===== src/rtl/stdout_uart_tx.sv =====
// stdout_uart_tx: captures bytes strobed out of the core, buffers them and sends them as 8N1 UART.
`timescale 1ns/1ps

module stdout_uart_tx #(
    parameter int unsigned CLKS_PER_BIT = 104,
    parameter int unsigned FIFO_DEPTH   = 16
) (
    input  logic       clk,
    input  logic       reset,
    input  logic [7:0] stdout,
    input  logic       stdout_en,
    output logic       tx,
    output logic       stall,
    output logic       busy,
    output logic       overflow
);

    localparam int unsigned BAUD_W = (CLKS_PER_BIT > 1) ? $clog2(CLKS_PER_BIT) : 1;
    localparam int unsigned PTR_W  = $clog2(FIFO_DEPTH);
    localparam int unsigned CNT_W  = PTR_W + 1;

    typedef enum logic [1:0] {
        S_IDLE,
        S_START,
        S_DATA,
        S_STOP
    } state_t;

    state_t            state;
    state_t            state_nx;
    logic [BAUD_W-1:0] baud_cnt;
    logic [BAUD_W-1:0] baud_nx;
    logic [2:0]        bit_idx;
    logic [2:0]        bit_nx;
    logic [7:0]        shift;
    logic [7:0]        shift_nx;
    logic              tx_nx;
    logic              pop;

    logic              stdout_en_q;
    logic [7:0]        mem [FIFO_DEPTH];
    logic [PTR_W-1:0]  wr_ptr;
    logic [PTR_W-1:0]  rd_ptr;
    logic [CNT_W-1:0]  count;
    logic [CNT_W-1:0]  count_nx;
    logic              push_req;
    logic              full;
    logic              push;
    logic              fifo_empty;
    logic              bit_end;

    // A held strobe is one byte: only the rising edge of stdout_en pushes.
    assign push_req   = stdout_en && !stdout_en_q;
    assign full       = (count == CNT_W'(FIFO_DEPTH));
    assign push       = push_req && !full;
    assign fifo_empty = (count == '0);
    assign bit_end    = (baud_cnt == BAUD_W'(CLKS_PER_BIT - 1));
    assign count_nx   = count + CNT_W'(push) - CNT_W'(pop);
    assign busy       = (state != S_IDLE) || !fifo_empty;

    // Byte storage; contents are don't-care after reset since count is cleared.
    always_ff @(posedge clk) begin
        if (push) begin
            mem[wr_ptr] <= stdout;
        end
    end

    // FIFO bookkeeping, strobe edge detect, stall and sticky overflow.
    always_ff @(posedge clk or posedge reset) begin
        if (reset) begin
            stdout_en_q <= 1'b0;
            wr_ptr      <= '0;
            rd_ptr      <= '0;
            count       <= '0;
            stall       <= 1'b0;
            overflow    <= 1'b0;
        end else begin
            stdout_en_q <= stdout_en;
            if (push) begin
                wr_ptr <= wr_ptr + PTR_W'(1);
            end
            if (pop) begin
                rd_ptr <= rd_ptr + PTR_W'(1);
            end
            count <= count_nx;
            // One spare entry absorbs the byte already in flight when stall rises.
            stall <= (count_nx >= CNT_W'(FIFO_DEPTH - 1));
            if (push_req && full) begin
                overflow <= 1'b1;
            end
        end
    end

    // Transmitter state and datapath registers.
    always_ff @(posedge clk or posedge reset) begin
        if (reset) begin
            state    <= S_IDLE;
            baud_cnt <= '0;
            bit_idx  <= '0;
            shift    <= '0;
            tx       <= 1'b1;
        end else begin
            state    <= state_nx;
            baud_cnt <= baud_nx;
            bit_idx  <= bit_nx;
            shift    <= shift_nx;
            tx       <= tx_nx;
        end
    end

    // Frame sequencing: start, 8 data bits LSB first, stop; chains frames with no gap.
    always_comb begin
        state_nx = state;
        baud_nx  = baud_cnt;
        bit_nx   = bit_idx;
        shift_nx = shift;
        tx_nx    = tx;
        pop      = 1'b0;
        case (state)
            S_IDLE: begin
                tx_nx = 1'b1;
                if (!fifo_empty) begin
                    pop      = 1'b1;
                    shift_nx = mem[rd_ptr];
                    tx_nx    = 1'b0;
                    baud_nx  = '0;
                    state_nx = S_START;
                end
            end
            S_START: begin
                if (bit_end) begin
                    baud_nx  = '0;
                    bit_nx   = '0;
                    tx_nx    = shift[0];
                    state_nx = S_DATA;
                end else begin
                    baud_nx = baud_cnt + BAUD_W'(1);
                end
            end
            S_DATA: begin
                if (bit_end) begin
                    baud_nx = '0;
                    if (bit_idx == 3'd7) begin
                        tx_nx    = 1'b1;
                        state_nx = S_STOP;
                    end else begin
                        shift_nx = {1'b0, shift[7:1]};
                        tx_nx    = shift[1];
                        bit_nx   = bit_idx + 3'd1;
                    end
                end else begin
                    baud_nx = baud_cnt + BAUD_W'(1);
                end
            end
            S_STOP: begin
                if (bit_end) begin
                    baud_nx = '0;
                    if (!fifo_empty) begin
                        pop      = 1'b1;
                        shift_nx = mem[rd_ptr];
                        tx_nx    = 1'b0;
                        state_nx = S_START;
                    end else begin
                        tx_nx    = 1'b1;
                        state_nx = S_IDLE;
                    end
                end else begin
                    baud_nx = baud_cnt + BAUD_W'(1);
                end
            end
            default: begin
                state_nx = S_IDLE;
            end
        endcase
    end

endmodule

===== config.mk =====
export PLATFORM = sky130hd
export DESIGN_NAME = stdout_uart_tx
export DESIGN_NICKNAME = d
export VERILOG_FILES = /design/src/rtl/stdout_uart_tx.sv
export SDC_FILE = /design/constraint.sdc
export NUM_CORES = 1
export LEC_CHECK = 0
export BUFFER_PORTS_ARGS = -buffer_cell sky130_fd_sc_hd__buf_2
export CAP_MARGIN = 30
export CORE_MARGIN = 5
export CORE_UTILIZATION = 56
export CTS_CLUSTER_SIZE = 25
export DETAILED_ROUTE_END_ITERATION = 7
export PLACE_DENSITY = 0.75
export SLEW_MARGIN = 5
export SYNTH_ARGS = -nofsm -noshare
export SYNTH_HDL_FRONTEND = slang
export SYNTH_SLANG_ARGS = --single-unit

===== constraint.sdc =====
create_clock -name clk -period 2.65 [get_ports clk]
set_clock_uncertainty 0.05 [all_clocks]
set_input_delay 0.1325 -clock clk [delete_from_list [all_inputs] [get_ports clk]]
set_output_delay 0.1325 -clock clk [all_outputs]
set_load 0.005 [all_outputs]

==> results.cfg, run 1 <==
[logic_synthesis]
ys_dominant_reg_cell = sky130_fd_sc_hd__edfxtp_1
synth_area_leader_cell = sky130_fd_sc_hd__edfxtp_1
synth-seq-area-share_pct = 67.00
synth.ff_latch_count = 165
library_cells_used_by_synthesis = 59
mappedNetlistArea_um2 = 7121
postSynthAreaPerCell_um2 = 16.41
netlist_top_cells_area = sky130_fd_sc_hd__edfxtp_1, sky130_fd_sc_hd__dfrtp_1, sky130_fd_sc_hd__mux4_2, sky130_fd_sc_hd__ha_1, sky130_fd_sc_hd__mux2i_1
yosys.cell_count.top_type = sky130_fd_sc_hd__edfxtp_1
syn-num-nets = 465
synth-edff-count = 128
synthCells = 434
yosysWarningCount = 0
async_flop_share_pct = 22.42
list_of_most_frequent_post_synthesis_cells = sky130_fd_sc_hd__edfxtp_1, sky130_fd_sc_hd__dfrtp_1, sky130_fd_sc_hd__nor2_1
fraction_of_synthesized_cell_area_taken_by_the_top_area_cell_type_pct = 53.98

[worst_setup_path]
timing_worst_setup_path_type = reg2reg
r2r_slack_ns = -0.05
crit_buf_inv = 3
setup.worst_path.end_class = flop
timing.critical_path.required_ns = 2.91
worstSetupEndpoint = stall
startpoint_of_the_lowest_slack_register_to_register_path = count[2]
worstRegToRegCells = 13
cp_max_fo = 2
crit_path_max_incr_delay_ns = 0.37
critical_path.slowest_cell = sky130_fd_sc_hd__dfrtp_1
cp-startpoint = count[2]
critical-path-top-delay-family = adder cells
regToRegEndpoint = stall
cp_cell_sequence = inv_2, ha_4, and4bb_2, nor3b_4, inv_2, ha_4, inv_2, ha_4, fa_2, a21oi_2, o21bai_1, xnor2_1, a41o_1
arrival_ns = 2.96
crit_cells = 13
critical_path.startpoint_type = flop

[route]
wl_mm = 13.41
route.detailed.wl_per_inst_um = 19.63
detail_route.first_pass.iterations = 5
detail_route.drc_violations = 0
drt.antenna.violating_nets = 0
viasPerCell = 5.722
via_count = 3908
iter_0_drt_violations = 307

[clocking]
cts_tree = yes
clock_tree.buffer_depth = 2
clock_insertion_delay_worst_skew_ns = 0.43
tritoncts_num_sinks = 165
total_cts_buffers = 17
cts.htree.levels = 4
clk_transition_reported_paths_ns = 0.06
clockRootBuffer = sky130_fd_sc_hd__clkbuf_16

[timing]
hold-worst-slack_ns = 0.02672
timing_worst_slew_pin_value_ns = 0.7566
postLayoutSetupSlackWorst_ns = -0.04717
final.min_clock_period_ns = 2.697
setup_viol_count_final = 1
fin_crit_sh_pct = 101.8
final_hold_viol_count = 0
maxClockFrequency_ghz = 0.3708
rsz0062_at_grt = yes
relSlewSlack_pct = 49.51
slew_violations = 0

[floorplanning]
design.portCount = 15
dieWidth_um = 122.8
die_height_um = 122.8
core_area_um2 = 12570
floorplan.die_area_um2 = 15070
effective_utilization_at_floorplan_pct = 56.66
placementRows = 41

[pwr]
leakagePower_nw = 2.985
power.density_cell_area_nw_per_um2 = 773.3
vdd_drop_max_mv = 0.5956

[global_route]
antenna_found_initial = 0
grt_pass1_wl_mm = 21.45
grt-ovfl-total = 0
grt_pass1_vias = 4029
grt_start_max_net_pins = 25
gr-usage-all-layers_pct = 19.56

[place]
dp.final_hpwl_mm = 9.052
gp_routability_congestion = 0.7951
placedCellCount = 641
portBuffers = 14
dp_worst_setup_slack_ns = -0.1309

[layout]
area_growth_syn_to_layout_pct = 15.96
antennaDiodeCount = 0
fin_nets = 529
layout-drive-gt1-share_pct = 25.83
fin_cells = 683
utilization_pct = 65.69

[min_path]
min_path_type = in2reg

[status]
violations = negative setup slack
run_status = complete, but fails checks

[job]
drv_cap = 0
-- layer usage --
layer  up-vias  wire length [um]  GRT usage (%)
met1      1965              5456          24.45
met2       118              6974          32.80
met4         0               165          5.948
li1       1810                 -              -
met3        15               813          6.221
met5         -                 0              0
-- power breakdown --
group	total, W	switching, W	internal [W]
registers	0.00313	0.000139	0.00299
logic	0.000861	0.000438	0.000423
clock network	0.00240	0.00100	0.00140
total	0.00638	0.00158	0.00481
-- state kept, by name, summed over array words and instances (netlist names) --
signal / flops
stdout_en_q: 1
overflow: 1
rd_ptr: 4
wr_ptr: 4
bit_idx: 3
baud_cnt: 7
count: 5
stall: 1
mem: 128
shift: 8
tx: 1
state: 2
-- repair_timing --
action                                  CTS  global route
gates resized for setup                   4             4
hold buffers                              2             0
endpoints found under the hold margin    21             0
endpoints found under the setup margin    1             2
pin swaps                                 6             7
setup buffers                             6             2
-- worst register-to-register path: cells and delay by family (launching register included) --
family,cells,cell delay (ns)
xor gates and xnor gates,1,0.15
DFF,1,0.37
adders and majority gates,4,0.94
buffers and inverters,3,0.17
and+or+nand+nor,2,0.48
AOI/OAI and AO/OA,3,0.42
-- how the worst min path moves through the flow --
stage / from / to / slack, ns / cells past startpoint
after global routing: stdout[7] / mem[2][7] / 0.01 / 1
after CTS: stdout[7] / mem[7][7] / 0.02 / 1
after detailed placement: stdout_en / stdout_en_q / 0.24 / 1
final: stdout[7] / mem[14][7] / 0.03 / 1
after global placement: reset / baud_cnt[2] / 0.22 / 2
after floorplan: stdout_en / stdout_en_q / 0.11 / 0
-- placed cells by master (no fill, tap or decap), types with 3 or more instances in the layout --
master,synthesis,final
sky130_fd_sc_hd__mux2i_1,21,21
sky130_fd_sc_hd__ha_4,0,3
sky130_fd_sc_hd__a22o_1,7,7
sky130_fd_sc_hd__xor2_1,4,4
sky130_fd_sc_hd__nor3_1,5,5
sky130_fd_sc_hd__inv_1,15,11
sky130_fd_sc_hd__nand2b_1,5,5
sky130_fd_sc_hd__o22ai_1,5,5
sky130_fd_sc_hd__a22oi_1,12,12
sky130_fd_sc_hd__inv_2,0,4
sky130_fd_sc_hd__a21oi_1,11,10
sky130_fd_sc_hd__clkinv_4,0,4
sky130_fd_sc_hd__mux4_1,8,8
sky130_fd_sc_hd__clkbuf_16,0,17
sky130_fd_sc_hd__buf_2,3,14
sky130_fd_sc_hd__a31oi_1,6,6
sky130_fd_sc_hd__o21a_1,3,3
sky130_fd_sc_hd__o21ai_0,10,10
sky130_fd_sc_hd__nor2b_1,5,5
sky130_fd_sc_hd__mux4_2,15,15
sky130_fd_sc_hd__nand2_1,23,23
sky130_fd_sc_hd__edfxtp_1,128,128
sky130_fd_sc_hd__nor2_1,24,24
sky130_fd_sc_hd__xnor2_1,8,8
sky130_fd_sc_hd__buf_4,2,47
sky130_fd_sc_hd__dfrtp_1,36,36
sky130_fd_sc_hd__ha_1,19,16
sky130_fd_sc_hd__o31ai_1,3,3
sky130_fd_sc_hd__mux2_2,4,4
sky130_fd_sc_hd__o311ai_1,3,3
sky130_fd_sc_hd__nand3_1,5,5
-- metrics by stage --
| step | cell area (um^2) | setup TNS, ns | power [W] |
|---|---|---|---|
| after floorplan | 7136 | -0.09645 | 0.003622 |
| after global placement | 7561 | -0.005376 | 0.003838 |
| after detailed placement | 7561 | -0.1309 | 0.003906 |
| after CTS | 8219 | -0.02784 | 0.006390 |
| after global routing | 8257 | -0.3003 | 0.006670 |
| final | 8257 | -0.04717 | 0.006385 |
-- cells by family after synthesis --
logic type	Yosys count	share of synthesized area, %
mux	48	11.28
xor+xnor	12	1.476
simple gates	84	6.273
flops	165	67.00
fa+ha+maj	20	3.620
compound gates	71	7.134
buf+inv	34	3.215
-- final cells by class --
cell class                      instances  area, um^2
Clock buffer                           18       429.2
Clock inverter                         14       151.4
Fill cell                             851        4312
Inverter                               15       56.30
Multi-Input combinational cell        235        2171
Sequential cell                       165        4771
Tap cell                              172       215.2
Timing Repair Buffer                   64       462.9
No activity file was read; power rests on OpenSTA's default activity.
==> inputs of run 2 (changes only) <==
CORE_UTILIZATION = 60   (was 56)
PLACE_DENSITY = 0.77   (was 0.75)
clock period = 2.6 ns   (was 2.65 ns; I/O delays follow)
==> run 2 against run 1 <==
Compared with the run above: the flow still finishes with violations (negative setup slack); wire length rose by 3.2%; sequential share of layout area decreased by 0.23 points; design area up 0.39%; flip-flop and latch count stayed put; utilization up 6.3 points; global-route usage grew 1.5 points; clock power barely moved; register-to-register slack is essentially flat; setup slack better by 0.0089 ns; non-clock buffer count rose by 9.
==> results.cfg, run 2 (synthesis results as in run 1) <==
[timing]
fin_crit_sh_pct = 101.5
final_hold_viol_count = 0
postLayoutSetupSlackWorst_ns = -0.03828
maxClockFrequency_ghz = 0.3790
final.min_clock_period_ns = 2.638
relSlewSlack_pct = 59.39
rsz0062_at_grt = yes
timing_worst_slew_pin_value_ns = 0.6091
setup_viol_count_final = 2
slew_violations = 0

[clocking]
clock_tree.buffer_depth = 2
cts.htree.levels = 4
clockRootBuffer = sky130_fd_sc_hd__clkbuf_16
total_cts_buffers = 17
cts_tree = yes
clock_insertion_delay_worst_skew_ns = 0.42
clk_transition_reported_paths_ns = 0.06
tritoncts_num_sinks = 165

[global_route]
antenna_found_initial = 0
use_met1_pct = 25.55
gr-usage-all-layers_pct = 21.09
grt.met2_usage_pct = 36.38
grt_start_max_net_pins = 38
gr-max-usage-layer = met2
grt-ovfl-total = 0
grt_util_met3_pct = 5.118
grt_pass1_vias = 4158
grt_pass1_wl_mm = 22.19

[min_path]
min_path_type = in2reg

[route]
viasPerCell = 6.003
iter_0_drt_violations = 374
detail_route.drc_violations = 0
drt.antenna.violating_nets = 0
detail_route.first_pass.iterations = 5
route.detailed.wl_per_inst_um = 20.87
via_count = 3980
wl_mm = 13.84

[worst_setup_path]
critical_path.startpoint_type = flop
cp_max_fo = 3
arrival_ns = 2.90
setup.worst_path.end_class = flop
timing_worst_setup_path_type = reg2reg
timing.critical_path.required_ns = 2.86

[layout]
fin_cells = 663
fin_nets = 538
reg_top3 = mem: 128 flops, shift: 8 flops, baud_cnt: 7 flops
most_used_cells_in_the_layout_excluding_fill_and_tap_cells = sky130_fd_sc_hd__edfxtp_1, sky130_fd_sc_hd__buf_4, sky130_fd_sc_hd__dfrtp_1
ff_latch_area_um2 = 4771
max_reg_flops = 128
num-fill-cells = 706
commonest_non_fill_non_tap_cell_in_the_layout = sky130_fd_sc_hd__edfxtp_1
multi_input_comb_area_um2 = 2148
antennaDiodeCount = 0
largest_register = mem
layout-drive-gt1-share_pct = 26.73
area_growth_syn_to_layout_pct = 16.41

[floorplanning]
design.portCount = 15
effective_utilization_at_floorplan_pct = 61.83
die_height_um = 118.9
core_area_um2 = 11520
floorplan.die_area_um2 = 14150
placementRows = 39
dieWidth_um = 118.9

[pwr]
leakagePower_nw = 3.042
vdd_drop_max_mv = 0.6485
power.density_cell_area_nw_per_um2 = 789.3

[place]
dp_worst_setup_slack_ns = -0.1469
portBuffers = 14
dp.final_hpwl_mm = 9.144
gp_routability_congestion = 0.7903
placedCellCount = 616

[status]
run_status = complete, but fails checks
violations = negative setup slack

[job]
drv_cap = 0
## run 2: cell types whose count changed in the layout (fill, tap and decap cells not counted), moves of 2 or more
cell	delta
sky130_fd_sc_hd__buf_4	+7
sky130_fd_sc_hd__clkinv_4	-3
sky130_fd_sc_hd__inv_1	+3
sky130_fd_sc_hd__inv_2	-3
sky130_fd_sc_hd__inv_6	+3
sky130_fd_sc_hd__buf_12	+2
sky130_fd_sc_hd__clkinv_1	-2
sky130_fd_sc_hd__clkinv_2	+2
sky130_fd_sc_hd__ha_4	-2
## run 2: layout make-up
cell class,instances,area share [%]
inverter,15,0.6792
multi-input combinational,235,25.92
clock buffer,18,5.177
sequential,165,57.55
tap,143,2.158
clock inverter,14,1.811
timing repair buffer,73,6.702
## run 2: power by group
| part | internal (W) | switching [W] | leakage [nW] |
|---|---|---|---|
| Combinational | 0.000479 | 0.000459 | 1.16 |
| Clock | 0.00142 | 0.00100 | 0.283 |
| Sequential | 0.00305 | 0.000130 | 1.60 |
## run 2: routing by layer
layer / vias to the layer above / wire, um
li1: 1829 / -
met1: 2009 / 5373
met2: 116 / 7378
met3: 26 / 802
met4: 0 / 284
met5: - / 0
## run 2: final timing paths
kind / start / end / slack, ns / cells past startpoint
min in group asynchronous: reset / baud_cnt[2] / 0.33 / 4
max in group asynchronous: reset / tx / 1.82 / 4
max reg2reg: baud_cnt[1] / stall / -0.04 / 12
min reg2reg: overflow / overflow / 0.42 / 1
max: baud_cnt[1] / stall / -0.04 / 12
min: stdout[7] / mem[14][7] / 0.04 / 1
## run 2: repair_timing
action	4_1_cts	5_1_grt
pin swaps	5	1
hold endpoints to repair	38	0
gates resized for setup	2	1
buffers inserted	8	5
setup endpoints to repair	2	2
hold buffers	2	0
## run 2: through the flow
step | util [%] | setup TNS (ns) | cell area [um^2] | power [W] | hold WS (ns)
finish | 71.98 | -0.04688 | 8289 | 0.006543 | 0.03973
global route | 71.98 | -0.3574 | 8289 | 0.006824 | 0.02999
CTS | 71.57 | -0.01576 | 8242 | 0.006529 | 0.02283
detailed placement | 65.82 | -0.1469 | 7580 | 0.004013 | 0.2236
global placement | 65.82 | -0.04413 | 7580 | 0.003957 | 0.2114
floorplan | - | -0.1464 | 7136 | 0.003691 | 0.1114
## run 2: worst max-delay path, stage by stage, from the launching register on
cell and delay, ns:
sky130_fd_sc_hd__dfrtp_1 0.40, sky130_fd_sc_hd__ha_1 0.21, sky130_fd_sc_hd__and3_1 0.19, sky130_fd_sc_hd__a31oi_1 0.20, sky130_fd_sc_hd__nor3_2 0.08, sky130_fd_sc_hd__ha_1 0.28
sky130_fd_sc_hd__inv_1 0.04, sky130_fd_sc_hd__ha_2 0.17, sky130_fd_sc_hd__fa_2 0.35, sky130_fd_sc_hd__a21oi_2 0.12, sky130_fd_sc_hd__o21bai_1 0.08, sky130_fd_sc_hd__xnor2_1 0.16
sky130_fd_sc_hd__a41o_1 0.21
